[config.mk]
export PLATFORM = sky130hd
export DESIGN_NAME = clock_top
export DESIGN_NICKNAME = d
export VERILOG_FILES = /design/src/rtl/clock_top.sv
export SDC_FILE = /design/constraint.sdc
export NUM_CORES = 1
export LEC_CHECK = 0
export BUFFER_PORTS_ARGS = -buffer_cell sky130_fd_sc_hd__clkbuf_2
export CAP_MARGIN = 30
export CORE_MARGIN = 10
export CORE_UTILIZATION = 54
export DETAILED_ROUTE_END_ITERATION = 8
export MAX_ROUTING_LAYER = met4
export PLACE_DENSITY = 0.68
export SYNTH_ARGS = -nofsm -noshare
export SYNTH_HDL_FRONTEND = slang
export SYNTH_SLANG_ARGS = --single-unit
[constraint.sdc]
create_clock -name i_Clock -period 3.1 [get_ports i_Clock]
set_input_delay 0 -clock i_Clock [delete_from_list [all_inputs] [get_ports i_Clock]]
set_output_delay 0 -clock i_Clock [all_outputs]
set_load 0.02 [all_outputs]
[src/rtl/clock_top.sv]
// HH:MM wall clock with Set/Up buttons and a 4-digit multiplexed 7-segment
// display; a 1 Hz dot blinks while the clock is running.
module clock_top #(
    parameter int PRESCALE = 32768,
    parameter int DEBOUNCE = 512,
    parameter int SCAN     = 256
) (
    input  logic       i_Clock,
    input  logic       i_Reset_n,
    input  logic       i_Button_Set,
    input  logic       i_Button_Up,
    output logic [7:0] o_Segments,
    output logic [3:0] o_Digits
);
    localparam int PW = $clog2(PRESCALE);
    localparam int DW = $clog2(DEBOUNCE);
    localparam int SW = $clog2(SCAN);

    localparam logic [1:0] NORMAL    = 2'd0;
    localparam logic [1:0] RESET_SEC = 2'd1;
    localparam logic [1:0] SET_MIN   = 2'd2;
    localparam logic [1:0] SET_HOUR  = 2'd3;

    // Index 0 = Set button, index 1 = Up button
    logic [1:0]    r_Sync1;
    logic [1:0]    r_Sync2;
    logic [1:0]    r_Deb;
    logic [DW-1:0] r_DebCnt [2];
    logic [1:0]    w_Flip;
    logic [1:0]    w_Press;
    logic          w_Set;
    logic          w_Up;

    logic [1:0]    r_Mode;
    logic [PW-1:0] r_Pre;
    logic          w_Tick;
    logic [5:0]    r_Sec;
    logic [2:0]    r_Min_T;
    logic [3:0]    r_Min_U;
    logic [1:0]    r_Hour_T;
    logic [3:0]    r_Hour_U;
    logic          w_Min_Max;
    logic          w_Hour_Max;
    logic          w_Min_Inc;
    logic          w_Hour_Inc;

    logic [SW-1:0] r_Scan;
    logic [1:0]    r_Pos;
    logic [3:0]    w_Digit;
    logic [3:0]    w_Mask;
    logic [3:0]    w_Onehot;
    logic [6:0]    w_Seg7;
    logic          w_Dot;

    assign w_Flip[0]  = (r_Sync2[0] != r_Deb[0]) && (r_DebCnt[0] == DW'(DEBOUNCE - 1));
    assign w_Flip[1]  = (r_Sync2[1] != r_Deb[1]) && (r_DebCnt[1] == DW'(DEBOUNCE - 1));
    assign w_Press    = w_Flip & r_Sync2;
    assign w_Set      = w_Press[0];
    assign w_Up       = w_Press[1] & ~w_Press[0];

    always_ff @(posedge i_Clock or negedge i_Reset_n) begin
        if (!i_Reset_n) begin
            r_Sync1 <= '0;
            r_Sync2 <= '0;
            r_Deb   <= '0;
            for (int unsigned k = 0; k < 2; k++) r_DebCnt[k] <= '0;
        end else begin
            r_Sync1 <= {i_Button_Up, i_Button_Set};
            r_Sync2 <= r_Sync1;
            for (int unsigned k = 0; k < 2; k++) begin
                if (r_Sync2[k] == r_Deb[k]) begin
                    r_DebCnt[k] <= '0;
                end else if (w_Flip[k]) begin
                    r_Deb[k]    <= r_Sync2[k];
                    r_DebCnt[k] <= '0;
                end else begin
                    r_DebCnt[k] <= r_DebCnt[k] + 1'b1;
                end
            end
        end
    end

    always_ff @(posedge i_Clock or negedge i_Reset_n) begin
        if (!i_Reset_n) begin
            r_Mode <= NORMAL;
        end else if (w_Set) begin
            case (r_Mode)
                NORMAL:    r_Mode <= RESET_SEC;
                RESET_SEC: r_Mode <= SET_MIN;
                SET_MIN:   r_Mode <= SET_HOUR;
                default:   r_Mode <= NORMAL;
            endcase
        end
    end

    assign w_Tick     = (r_Mode == NORMAL) && (r_Pre == PW'(PRESCALE - 1));
    assign w_Min_Max  = (r_Min_T == 3'd5) && (r_Min_U == 4'd9);
    assign w_Hour_Max = (r_Hour_T == 2'd2) && (r_Hour_U == 4'd3);
    // Ticks only occur in NORMAL and Up only acts in the set modes, so the
    // carry and manual increment paths never coincide.
    assign w_Min_Inc  = (w_Tick && r_Sec == 6'd59) || (w_Up && r_Mode == SET_MIN);
    assign w_Hour_Inc = (w_Tick && r_Sec == 6'd59 && w_Min_Max) ||
                        (w_Up && r_Mode == SET_HOUR);

    always_ff @(posedge i_Clock or negedge i_Reset_n) begin
        if (!i_Reset_n) begin
            r_Pre <= '0;
            r_Sec <= '0;
        end else if (r_Mode == RESET_SEC) begin
            r_Pre <= '0;
            r_Sec <= '0;
        end else if (r_Mode == NORMAL) begin
            r_Pre <= w_Tick ? '0 : r_Pre + 1'b1;
            if (w_Tick) r_Sec <= (r_Sec == 6'd59) ? '0 : r_Sec + 1'b1;
        end
    end

    always_ff @(posedge i_Clock or negedge i_Reset_n) begin
        if (!i_Reset_n) begin
            r_Min_T  <= '0;
            r_Min_U  <= '0;
            r_Hour_T <= '0;
            r_Hour_U <= '0;
        end else begin
            if (w_Min_Inc) begin
                if (r_Min_U == 4'd9) begin
                    r_Min_U <= '0;
                    r_Min_T <= (r_Min_T == 3'd5) ? '0 : r_Min_T + 1'b1;
                end else begin
                    r_Min_U <= r_Min_U + 1'b1;
                end
            end
            if (w_Hour_Inc) begin
                if (w_Hour_Max) begin
                    r_Hour_T <= '0;
                    r_Hour_U <= '0;
                end else if (r_Hour_U == 4'd9) begin
                    r_Hour_U <= '0;
                    r_Hour_T <= r_Hour_T + 1'b1;
                end else begin
                    r_Hour_U <= r_Hour_U + 1'b1;
                end
            end
        end
    end

    always_ff @(posedge i_Clock or negedge i_Reset_n) begin
        if (!i_Reset_n) begin
            r_Scan <= '0;
            r_Pos  <= '0;
        end else if (r_Scan == SW'(SCAN - 1)) begin
            r_Scan <= '0;
            r_Pos  <= r_Pos + 1'b1;
        end else begin
            r_Scan <= r_Scan + 1'b1;
        end
    end

    always_comb begin
        w_Digit = '0;
        case (r_Pos)
            2'd0:    w_Digit = {2'b00, r_Hour_T};
            2'd1:    w_Digit = r_Hour_U;
            2'd2:    w_Digit = {1'b0, r_Min_T};
            default: w_Digit = r_Min_U;
        endcase
    end

    always_comb begin
        w_Seg7 = '0;
        case (w_Digit)
            4'd0:    w_Seg7 = 7'b0111111;
            4'd1:    w_Seg7 = 7'b0000110;
            4'd2:    w_Seg7 = 7'b1011011;
            4'd3:    w_Seg7 = 7'b1001111;
            4'd4:    w_Seg7 = 7'b1100110;
            4'd5:    w_Seg7 = 7'b1101101;
            4'd6:    w_Seg7 = 7'b1111101;
            4'd7:    w_Seg7 = 7'b0000111;
            4'd8:    w_Seg7 = 7'b1111111;
            4'd9:    w_Seg7 = 7'b1101111;
            default: w_Seg7 = '0;
        endcase
    end

    always_comb begin
        w_Mask = '0;
        case (r_Mode)
            NORMAL:    w_Mask = 4'b1111;
            RESET_SEC: w_Mask = 4'b0000;
            SET_MIN:   w_Mask = 4'b1100;
            default:   w_Mask = 4'b0011;
        endcase
    end

    assign w_Onehot = 4'b0001 << r_Pos;
    assign w_Dot    = (r_Mode == NORMAL) && (r_Pre < PW'(PRESCALE / 2));

    always_ff @(posedge i_Clock or negedge i_Reset_n) begin
        if (!i_Reset_n) begin
            o_Digits   <= 4'b0001;
            o_Segments <= 8'b1011_1111;
        end else begin
            o_Digits   <= w_Onehot & w_Mask;
            o_Segments <= {w_Dot, w_Seg7};
        end
    end
endmodule

==> run_results.csv, run 1 <==
group,metric,value,unit
setup_path,cp_max_fo,7,
clocking,post_cts_buffers,0,
placed_design,dp_hpwl,4600,um
die,io_pins,16,
placed_design,place.gp.congestion,0.771,
clocking,clk_pin_slew,0.09,ns
setup_path,cp.required,3.34,ns
setup_path,worst_setup_path_end_kind,"flip-flop",
clocking,clk_latency,0.35,ns
grt,grt_overflow,0,
route,antenna_left,0,
route,vias_per_cell,5.28,
synth,ys.flop_type,"dfrtp_1",
synth,avgSynthCellArea,10.4,um2
clocking,clock_sinks,82,
placed_design,dp.cells,491,
sta,fin_skew,0.00848,ns
sta,slew_viol_final,0,
clocking,cts_buffers,9,
grt,track_usage,0.128,
setup_path,cpPeakStageDelay,0.40,ns
setup_path,path_buf_inv,0,
clocking,h-tree-depth,3,
synth,yosysMostFrequentCell,"dfrtp_1",
route,totalWireLength,6410,um
route,vias,2692,
sta,maxSlewHeadroom,0.455,
setup_path,reg2reg_slack,0.66,ns
grt,grt_max_degree,47,
setup_path,crit_chain,"ha_1, nand3_1, nor3_1, ha_1, nand3b_1, and3_1, a21oi_2, nand4b_1, mux2_1",
synth,synth_top_area_frac,0.465,
die,core-area,7210,um2
grt,grt_pass1_vias,2645,
route,post-route-drc-count,0,
pwr,p_leak,2.10,nW
clocking,postCtsHoldBufs,3,
grt,grt_pass1_wl,11600,um
sta,worst_slew_pin_slew,0.808,ns
die,fp.dieW,106,um
setup_path,critical_path.most_common_cell,"ha_1",
worst_hold_path,hp-class,"input port to async pin",
synth,ys_seq_area_frac,0.518,
synth,synth-seq-cells,82,
sta,finalSetupTns,0,ns
setup_path,arrival,2.68,ns
sta,fin_crit_sh,0.788,
route,first_pass_iters,4,
die,dieArea,11200,um2
synth,yosys.area.top_type,"dfrtp_1",
synth,synth-edff-count,0,
placed_design,portBuffers,15,
synth,synth_area,3980,um2
finish,register_area,2060,um2
grt,antenna_found_initial,0,
clocking,ctsResizeCount,0,
synth,ys_types,49,
synth,synthesis.nets,411,
finish,fin_nets,434,
finish,stdcell_count,510,
clocking,clock_path_buffers,2,
sta,period_needed,2.44,ns
sta,finalSetupViolations,0,
pwr,power_density,420,nW/um2
status,status,"completed",
synth,yosys_warnings,0,
finish,nFillCells,622,
finish,drive_above_1_share,0.127,
sta,final_hold_viol_count,0,
setup_path,rr_endpoint,"r_Min_T[1]",
setup_path,reg2reg_depth,9,
sta,rsz0062_at_grt,"false",
synth,synth_cells,383,
setup_path,cp_slowest_cell,"dfrtp_1",
setup_path,critPathLaunchType,"flip-flop",
clocking,cts_tree,"built",
run,drv_cap,0,
route,drtIter0Drc,75,
route,routedWlPerCell,12.6,um
sta,clock.fmax,0.409,GHz
finish,diodes,0,
pwr,ir_drop,0.213,mV
clocking,cts-root-buf,"clkbuf_8",
die,initial_utilization,0.552,
synth,synthArstFlopShare,1.00,
die,die_h,106,um
setup_path,critPathKind,"flip-flop to flip-flop",
finish,syn2layout_area_growth,10.6,%
die,num_rows,31,
setup_path,r2r_start,"r_DebCnt[9]",
setup_path,critical-path-top-delay-family,"simple AND/OR/NAND/NOR gates",
synth,synthTopCellsByCount,"74 x dfrtp_1, 59 x nor2_1, 25 x nand2_1",
finish,multiInputGateArea,1800,um2
synth,synth_area_leaders,"dfrtp_1 46%, ha_1 7.5%, nor2_1 5.6%",
setup_path,path_depth,9,
## cell type report
cell class / count / area share
Clock buffer: 9 / 0.0281
Clock inverter: 7 / 0.0136
Inverter: 22 / 0.0187
Multi-Input combinational cell: 270 / 0.409
Sequential cell: 82 / 0.468
Tap cell: 99 / 0.0281
Timing Repair Buffer: 21 / 0.0341
## layout by cell type (no fill, tap or decap), drive strengths merged, types with 3 or more instances in the layout
master	n
mux2	7
nor2	59
nand3	16
dfstp	8
or3	3
o31ai	3
ha	24
nor2b	8
clkbuf	23
and3	6
nand2	25
nor3	6
o21ai	19
inv	25
dfrtp	74
o2111ai	4
xnor2	17
buf	4
xor2	20
clkinv	3
a21oi	11
nand4	8
and2	4
dlygate4sd3	3
## kinds of logic after synthesis
group	Yosys count	share of synthesized area
AOI/OAI and AO/OA	52	0.0851
xor gates and xnor gates	37	0.0813
adders and majority gates	24	0.0754
buffers and inverters	31	0.0298
DFF	82	0.518
muxes	9	0.0248
and+or+nand+nor	148	0.186
## through the flow
step | total power, W | cell area, um2 | setup WS, ns | hold WS, ns | utilization
after global routing | 0.00191 | 4410 | 0.477 | 0.181 | 0.611
after floorplan | 0.00112 | 3980 | 0.900 | -0.296 | -
after detailed placement | 0.00115 | 4190 | 0.658 | -0.00664 | 0.581
after global placement | 0.00114 | 4160 | 0.742 | 0.118 | 0.577
after CTS | 0.00188 | 4410 | 0.642 | 0.151 | 0.611
final | 0.00185 | 4410 | 0.657 | 0.143 | 0.611
## worst register-to-register path: stages (launching register included)
cell and delay [ns]:
dfrtp_1 0.40, ha_1 0.20, nand3_1 0.15, nor3_1 0.21, ha_1 0.22, nand3b_1 0.16, and3_1 0.22, a21oi_2 0.25
nand4b_1 0.20, mux2_1 0.33
## flip-flops by register name (all words and copies together) (netlist names)
| signal | flops |
|---|---|
| o_Segments | 8 |
| r_Sec | 6 |
| r_Min_T | 3 |
| r_Pos | 2 |
| r_Min_U | 4 |
| r_Hour_T | 2 |
| r_Mode | 2 |
| r_Sync1 | 2 |
| r_Sync2 | 2 |
| o_Digits | 4 |
| r_Pre | 15 |
| r_Deb | 2 |
| r_DebCnt | 18 |
| r_Hour_U | 4 |
| r_Scan | 8 |
## per-layer routing
layer,vias up,global-route usage,share of wire
met2,27,0.204,0.48
met4,0,0.0580,0.015
li1,1345,-,-
met1,1310,0.152,0.48
met3,10,0.0272,0.022
met5,-,-,0
## how the worst max path moves through the flow
stage,from,endpoint,slack (ns)
6_report,r_DebCnt[9],r_Min_T[1],0.66
5_1_grt,r_DebCnt[9],r_Min_T[2],0.48
4_1_cts,r_DebCnt[9],r_Min_T[1],0.64
3_5_place_dp,r_DebCnt[9],r_Min_T[2],0.66
3_3_place_gp,r_DebCnt[9],r_Min_T[2],0.74
2_1_floorplan,r_DebCnt[9],r_Min_T[1],0.90
## power by group
| part | internal, W | switching [W] |
|---|---|---|
| combinational | 0.0000146 | 0.0000298 |
| sequential | 0.00108 | 0.00000674 |
| clock | 0.000303 | 0.000417 |
No activity file was read; power rests on OpenSTA's default activity.
==> inputs of run 2 (changes only) <==
==> constraint.sdc (replaced) <==
create_clock -name i_Clock -period 2.5 [get_ports i_Clock]
set_input_delay 0 -clock i_Clock [delete_from_list [all_inputs] [get_ports i_Clock]]
set_output_delay 0 -clock i_Clock [all_outputs]
set_load 0.02 [all_outputs]
==> run 2 against run 1 <==
Against the previous run: cell area increased by 1.6%; sequential cell count is the same; critical endpoint is now r_Min_T[2]; sequential power up 25%; sequential share of layout area fell by 0.75 points; die area unchanged; final cell count grew 1.4%; count of clock-buffer cells in the layout grew 1; combinational power grew 22%; setup slack lost 0.48 ns; global-route usage increased by 0.095 points.
==> run_results.csv, run 2 (synthesized netlist as in run 1, its figures left out) <==
group,metric,value,unit
pwr,comb_power_share,0.023,
clocking,clock_path_buffers,2,
sta,worst_slew_pin_slew,0.492,ns
clocking,clk_pin_slew,0.08,ns
grt,grt_max_degree,45,
route,post-route-drc-count,0,
setup_path,crit_chain,"ha_1, nand3_1, nor3_1, ha_1, nand3b_1, and3_1, a21oi_4, nand4b_1, mux2_1",
setup_path,r2r_start,"r_DebCnt[9]",
finish,drive_above_1_share,0.141,
placed_design,dpl-instance-area,4220,um2
route,routedWlPerCell,12.7,um
sta,maxSlewHeadroom,0.672,
setup_path,critical_path.most_common_cell,"ha_1",
setup_path,reg2reg_slack,0.18,ns
die,core-area,7210,um2
die,die_h,106,um
setup_path,reg2reg_depth,9,
finish,regMostFlops,"r_DebCnt",
die,fp.dieW,106,um
sta,fin_skew,0.00752,ns
placed_design,dp_hpwl,4630,um
setup_path,critPathLaunchType,"flip-flop",
sta,finalSetupViolations,0,
route,first_pass_iters,4,
finish,top_regs,"r_DebCnt: 18 flops, r_Pre: 15 flops",
setup_path,path_buf_inv,0,
setup_path,startpoint,"r_DebCnt[9]",
route,vias_per_cell,5.22,
finish,syn2layout_area_growth,12.4,%
grt,grt_pass1_wl,11600,um
finish,fin_nets,441,
pwr,p_clk_frac,0.408,
sta,period_needed,2.32,ns
finish,final_cell_mix,"74 x dfrtp_1, 59 x nor2_1, 25 x nand2_1, 24 x ha_1, 22 x inv_1",
grt,antenna_found_initial,0,
sta,fin_crit_sh,0.929,
clocking,h-tree-depth,3,
die,io_pins,16,
pwr,seqPwrFrac,0.569,
status,status,"completed",
setup_path,cpPeakStageDelay,0.39,ns
clocking,clk_latency,0.35,ns
run,drv_cap,0,
clocking,cts-root-buf,"clkbuf_8",
setup_path,worst_setup_path_end_kind,"flip-flop",
placed_design,portBuffers,15,
setup_path,rr_endpoint,"r_Min_T[2]",
setup_path,cp_slowest_cell,"dfrtp_1",
grt,grt_overflow,0,
grt,track_usage,0.128,
die,initial_utilization,0.552,
finish,diodes,0,
setup_path,cp_max_fo,4,
pwr,switching_share,0.220,
setup_path,crit_end,"r_Min_T[2]",
setup_path,critical-path-top-delay-family,"simple AND/OR/NAND/NOR gates",
pwr,ir_drop,0.223,mV
finish,final_common_cell,"dfrtp_1",
clocking,cts_buffers,9,
finish,largest_reg_flops,18,
sta,final_hold_viol_count,0,
setup_path,path_depth,9,
finish,fin_util,0.621,
placed_design,place.gp.congestion,0.811,
pwr,p_sw,0.000521,W
worst_hold_path,hp-class,"input port to async pin",
sta,rsz0062_at_grt,"false",
setup_path,cp.required,2.74,ns
pwr,power_density,528,nW/um2
clocking,clock_sinks,82,
route,vias,2701,
clocking,cts_tree,"built",
route,antenna_left,0,
sta,finalSetupTns,0,ns
grt,grt_pass1_vias,2637,
die,dieArea,11200,um2
die,num_rows,31,
finish,fin_area,4480,um2
sta,clock.fmax,0.430,GHz
sta,slew_viol_final,0,
route,totalWireLength,6590,um
setup_path,critPathKind,"flip-flop to flip-flop",
pwr,power.internal,0.00184,W
setup_path,arrival,2.56,ns
route,drtIter0Drc,58,
pwr,p_total,0.00237,W
pwr,p_leak,2.15,nW
[run 2: worst min path at each step]
stage,to,startpoint
3_3_place_gp,r_Sync1[1],i_Button_Up
6_report,r_Pre[11],i_Reset_n
4_1_cts,r_Sec[5],i_Reset_n
2_1_floorplan,o_Digits[1],i_Reset_n
5_1_grt,r_Pre[11],i_Reset_n
3_5_place_dp,r_Pre[7],i_Reset_n
[run 2: area by class of cell]
| type | count | area, um2 |
|---|---|---|
| sequential | 82 | 2060 |
| tap | 99 | 124 |
| timing repair buffer | 28 | 195 |
| fill | 630 | 2740 |
| inverter | 22 | 82.6 |
| clock buffer | 10 | 138 |
| multi-input combinational | 270 | 1810 |
| clock inverter | 6 | 65.1 |
[run 2: routing by layer]
metal / vias to the layer above / global-route usage / routed length (um)
li1: 1364 / - / -
met1: 1299 / 0.149 / 3120
met2: 26 / 0.207 / 3190
met3: 12 / 0.0302 / 156
met4: 0 / 0.0609 / 121
met5: - / - / 0
[run 2: timing repair]
| action | in CTS | in global routing |
|---|---|---|
| gates resized for setup | 0 | 1 |
| setup endpoints to repair | 0 | 2 |
| hold buffers | 3 | 0 |
| endpoints found under the hold margin | 40 | 0 |
| buffers inserted | 0 | 2 |
[run 2: through the flow]
| step | hold WS, ns | worst slack, ns | std cells |
|---|---|---|---|
| after floorplan | -0.296 | 0.300 | 383 |
| after global placement | 0.119 | 0.139 | 495 |
| after detailed placement | 0.00119 | 0.0575 | 496 |
| after CTS | 0.158 | 0.0372 | 515 |
| after global routing | 0.186 | 0.0261 | 517 |
| final | 0.156 | 0.177 | 517 |
[run 2: power groups by stage]
stage                     logic (W)  registers (W)  clock network, W
after floorplan           0.0000173        0.00137                 0
after global placement    0.0000482        0.00137                 0
after detailed placement  0.0000532        0.00137                 0
after CTS                 0.0000571        0.00135          0.000992
after global routing      0.0000628        0.00135           0.00105
final                     0.0000540        0.00135          0.000966
